--- src/rtl/adder_pkg.sv ---
// Shared types and sizing helpers for the digit-serial adder.
// No logic of its own; zero latency.
// No handshake; pure compile-time definitions.
package adder_pkg;

  typedef enum logic [1:0] {
    IDLE = 2'd0,
    RUN  = 2'd1,
    DONE = 2'd2
  } state_t;

  // Number of clock steps needed to consume a width-bit operand digit by digit
  function automatic int steps(input int width, input int digit);
    return width / digit;
  endfunction

  // Step counter width; a single-step adder still needs a one-bit counter
  function automatic int cnt_width(input int n);
    return (n > 1) ? $clog2(n) : 1;
  endfunction

endpackage

--- src/rtl/adder_digit.sv ---
// DIGIT-bit ripple-carry slice built from chained full-adder bit cells.
// Purely combinational, zero latency.
// No handshake; the caller registers inputs and outputs.
module adder_digit #(
  parameter int DIGIT = 1
) (
  input  logic [DIGIT-1:0] a,
  input  logic [DIGIT-1:0] b,
  input  logic             ci,
  output logic [DIGIT-1:0] s,
  output logic             co
);

  logic [DIGIT:0] c;

  assign c[0] = ci;

  for (genvar i = 0; i < DIGIT; i++) begin : g_bit
    assign s[i]   = a[i] ^ b[i] ^ c[i];
    assign c[i+1] = (a[i] & b[i]) | (c[i] & (a[i] ^ b[i]));
  end

  assign co = c[DIGIT];

endmodule

--- src/rtl/serial_adder.sv ---
// Multi-cycle adder: A+B+cin processed DIGIT bits per clock, flags cout and ovf.
// Result valid exactly STEPS cycles after the operand handshake edge.
// One operation in flight; result held in DONE until out_ready, in_ready low meanwhile.
module serial_adder #(
  parameter int WIDTH = 8,
  parameter int DIGIT = 1
) (
  input  logic             clk,
  input  logic             rst,
  input  logic             in_valid,
  output logic             in_ready,
  input  logic [WIDTH-1:0] in_a,
  input  logic [WIDTH-1:0] in_b,
  input  logic             cin,
  output logic             out_valid,
  input  logic             out_ready,
  output logic [WIDTH-1:0] sum,
  output logic             cout,
  output logic             ovf
);

  import adder_pkg::*;

  localparam int STEPS = steps(WIDTH, DIGIT);
  localparam int CW    = cnt_width(STEPS);

  if (WIDTH < 2 || (WIDTH % DIGIT) != 0) begin : g_bad_params
    $error("serial_adder: WIDTH must be >= 2 and a multiple of DIGIT");
  end

  state_t           state;
  state_t           state_nxt;
  logic [WIDTH-1:0] a_sh;
  logic [WIDTH-1:0] b_sh;
  logic [WIDTH-1:0] sum_sh;
  logic [WIDTH-1:0] sum_nxt;
  logic [WIDTH-1:0] s_ext;
  logic             carry;
  logic             a_msb;
  logic             b_msb;
  logic [CW-1:0]    cnt;
  logic             last;
  logic [DIGIT-1:0] slice_s;
  logic             slice_co;

  assign last = (cnt == CW'(STEPS - 1));

  adder_digit #(.DIGIT(DIGIT)) u_digit (
    .a  (a_sh[DIGIT-1:0]),
    .b  (b_sh[DIGIT-1:0]),
    .ci (carry),
    .s  (slice_s),
    .co (slice_co)
  );

  // New digit enters at the top so after STEPS shifts the LSB digit sits at bit 0.
  // Written with shifts so DIGIT == WIDTH needs no special case.
  assign s_ext   = WIDTH'(slice_s);
  assign sum_nxt = (s_ext << (WIDTH - DIGIT)) | (sum_sh >> DIGIT);

  // State register
  always_ff @(posedge clk) begin
    if (rst) state <= IDLE;
    else     state <= state_nxt;
  end

  // Next-state logic
  always_comb begin
    state_nxt = state;
    case (state)
      IDLE:    if (in_valid)  state_nxt = RUN;
      RUN:     if (last)      state_nxt = DONE;
      DONE:    if (out_ready) state_nxt = IDLE;
      default:                state_nxt = IDLE;
    endcase
  end

  // Handshake outputs decoded from state
  always_comb begin
    in_ready  = (state == IDLE);
    out_valid = (state == DONE);
  end

  // Operand capture, digit-serial accumulation and result registers
  always_ff @(posedge clk) begin
    if (rst) begin
      a_sh   <= '0;
      b_sh   <= '0;
      sum_sh <= '0;
      carry  <= 1'b0;
      a_msb  <= 1'b0;
      b_msb  <= 1'b0;
      cnt    <= '0;
      sum    <= '0;
      cout   <= 1'b0;
      ovf    <= 1'b0;
    end else begin
      case (state)
        IDLE: begin
          if (in_valid) begin
            a_sh  <= in_a;
            b_sh  <= in_b;
            carry <= cin;
            a_msb <= in_a[WIDTH-1];
            b_msb <= in_b[WIDTH-1];
            cnt   <= '0;
          end
        end
        RUN: begin
          a_sh   <= a_sh >> DIGIT;
          b_sh   <= b_sh >> DIGIT;
          sum_sh <= sum_nxt;
          carry  <= slice_co;
          cnt    <= cnt + CW'(1);
          if (last) begin
            sum  <= sum_nxt;
            cout <= slice_co;
            ovf  <= (a_msb == b_msb) && (sum_nxt[WIDTH-1] != a_msb);
          end
        end
        default: ;
      endcase
    end
  end

endmodule

--- config.mk ---
export PLATFORM = sky130hd
export DESIGN_NAME = serial_adder
export DESIGN_NICKNAME = d
export VERILOG_FILES = /design/src/rtl/adder_pkg.sv /design/src/rtl/adder_digit.sv /design/src/rtl/serial_adder.sv
export SDC_FILE = /design/constraint.sdc
export NUM_CORES = 1
export LEC_CHECK = 0
export BUFFER_PORTS_ARGS = -buffer_cell sky130_fd_sc_hd__buf_4
export CAP_MARGIN = 30
export CORE_ASPECT_RATIO = 1.25
export CORE_UTILIZATION = 30
export CTS_BUF_LIST = sky130_fd_sc_hd__clkbuf_8
export DETAILED_ROUTE_END_ITERATION = 7
export PLACE_DENSITY = 0.56
export SYNTH_ARGS = -nofsm -noshare
export SYNTH_HDL_FRONTEND = slang
export SYNTH_HIERARCHICAL = 1
export SYNTH_SLANG_ARGS = --single-unit
--- constraint.sdc ---
create_clock -name clk -period 4.6 [get_ports clk]
set_clock_uncertainty 0.05 [all_clocks]
set_input_delay 0.46 -clock clk [delete_from_list [all_inputs] [get_ports clk]]
set_output_delay 0.46 -clock clk [all_outputs]
set_load 0.01 [all_outputs]
==> flow_summary.ini <==
[logic_synthesis]
synth_cell_type_count = 28
yosys.area_share.simple_pct = 17.40
synth_warnings = 6
synth_compound_area_share_pct = 18.89
syn_area_per_cell_um2 = 9.882
ys_seq_elements = 41
synth_top_area_share_pct = 44.41
ys_seq_area_share_pct = 44.41
synth_top_family_by_area = compound AO/OA/AOI/OAI gates
synth_xor_area_share_pct = 0
synth_cells = 187
synth_top_area_cell = dfxtp_1
synthAdderAreaFrac_pct = 2.437
syn_area_mm2 = 0.001848
synth.area.top_cells = dfxtp_1 (44%), a211oi_2 (10%), mux2i_1 (9.7%), a21oi_1 (5.7%), nor2_2 (5.1%)
muxShareOfSynthArea_pct = 9.749
syn_nets = 211

[die]
die_y_um = 89.75
die_w_um = 72.20
coreArea_mm2 = 0.005857
num_rows = 31
dieArea_mm2 = 0.006480
initial_core_util_pct = 31.55
ios = 33

[clocking]
htreeDepth = 2
cts_tree = built
post_cts_buffers = 0
cts_buffers = 5
cts_buffer_depth = 2
hold_buffers = 0
cts_resized = 0
root_buffer = clkbuf_8
clk_latency_ns = 0.29
cts.sinks = 41
path_clk_slew_ns = 0.08

[sta]
relSlewSlack_pct = 62.89
setup_slack_ns = 2.676
finalCritPeriodShare_pct = 41.82
slew_violations = 0
rsz0062_at_grt = false
setup_viol = 0
period_needed_ns = 1.924
finalHoldViolations = 0
tightestPinTransition_ns = 0.5567
finalSetupTns_ns = 0
whs_ns = 0.3925
fmaxAchievable_ghz = 0.5198

[final_layout]
multiInputGateArea_um2 = 895.9
layout-drive-gt1-share_pct = 34.27
fin_util_pct = 37.83
diodes = 0
regArea_um2 = 820.8
area_delta_synth_final_pct = 19.91
finalNonFillerCells = 295
nNetsFinal = 236
fillCellCount = 618

[critical_path]
crit_family = adder cells
path_cells = ha_1, ha_1, nand3b_1, a211oi_1, nor3_1
cp.buffers_inverters = 0
arrival_ns = 2.04
regToRegSetupSlack_ns = 2.68
end_kind = register
slowest_stage = nand3b_1
slowest_delay_ns = 0.44
r2r-start = cnt[0]
criticalPathCategory = reg2reg
required_ns = 4.72
cp_max_fo = 11
worstSetupStartpointType = register
crit_top_cell = ha_1
crit_start = cnt[0]

[placed_design]
hpwl_mm = 2.246
dp_slack_ns = 2.618
numPortBuffers = 32
dp_cells = 287
gp_congestion = 0.6655

[outcome]
run_status = finished, final reports clean

[routing]
firstDrtPassIters = 4
vias = 1322
ant_nets = 0
drt-total-wl_mm = 3.374
first_iter_violations = 48
wire_per_inst_um = 11.44
drc = 0
vias_per_cell = 4.481

[pwr]
powerDensity_mw_per_mm2 = 368.5
p_leak_nw = 0.8501
ir_worst_vdd_mv = 0.2216

[grt]
grt_pass1_wl_mm = 5.789
grt_max_degree = 42
grt_overflow = 0
antenna_found_initial = 0
track_usage_pct = 11.29
grt_pass1_vias = 1292

[job]
max_cap_violations = 0

[worst_hold_path]
hp-class = in2reg
min_from = in_b[7]
[cells in the final DEF, fill, tap and decap left out]
cell type and instances:
dfxtp_1 41, buf_4 33, nand2_1 24, a21oi_1 21, mux2i_1 18, nor2_2 15, a211oi_2 15, nand3_1 8
nor2_1 7, clkbuf_8 5, nand2b_1 4, nor2b_1 2, a22oi_1 2, nor3_1 2, o21ai_0 2, ha_1 2
bufinv_16 2, o21bai_1 1, nand3b_1 1, o21ba_4 1, and3b_1 1, a211oi_1 1, nor3b_1 1, inv_1 1
clkinv_2 1, buf_6 1, fa_1 1
[per-layer routing]
| layer | vias up | part of all wire [%] | track usage (%) |
|---|---|---|---|
| met2 | 28 | 48 | 18.85 |
| met3 | 6 | 4.5 | 2.915 |
| li1 | 689 | - | - |
| met1 | 599 | 46 | 13.59 |
| met5 | - | 0 | 0 |
| met4 | 0 | 1.4 | 4.412 |
[flip-flops by register name, indices dropped and copies added (netlist names)]
signal,cells
b_msb,1
sum_sh,7
a_sh,8
ovf,1
cout,1
sum,8
a_msb,1
b_sh,8
carry,1
cnt,3
state,2
[area by class of cell]
class	count	area share, %
Clock buffer	5	3.106
Clock inverter	3	2.936
Inverter	1	0.1694
Multi-Input combinational cell	129	40.43
Sequential cell	41	37.04
Tap cell	82	4.630
Timing Repair Buffer	34	11.69
[synth_stat cells (all sizes together)]
cell / n
a211oi: 16
a21oi: 21
a22oi: 2
and3b: 1
buf: 12
clkbuf: 4
dfxtp: 41
fa: 1
ha: 2
inv: 1
mux2i: 18
nand2: 24
nand2b: 4
nand3: 8
nand3b: 1
nor2: 22
nor2b: 2
nor3: 2
nor3b: 1
o21ai: 2
o21ba: 1
o21bai: 1
[report_power, final]
part	switching, W	internal, W	leakage, nW
clock network	0.000125	0.000216	0.0681
registers	0.0000110	0.000372	0.335
logic	0.0000493	0.0000438	0.447
[per-stage QoR]
stage               instance area, um2   power, W
floorplan                         1848  0.0004657
global placement                  2071  0.0004836
detailed placement                2082  0.0004859
CTS                               2216  0.0008296
global route                      2216  0.0008576
finish                            2216  0.0008166
[cells by family (layout without fill, tap and decap cells)]
family          after synthesis  after routing
fa+ha+maj                     3              3
mux                          18             18
flops                        41             41
compound gates               43             43
buf+inv                      17             43
simple gates                 65             65
[worst register-to-register path: cells and delay by family (launching register included)]
family,cells,cell delay [ns]
fa+ha+maj,2,0.57
compound gates,1,0.31
simple gates,2,0.51
flops,1,0.35
[worst paths after layout]
kind / to / cells past startpoint
min: b_msb / 3
max: ovf / 5
max reg2reg: ovf / 5
min reg2reg: sum[0] / 2
(Power assumes the default switching activity.)
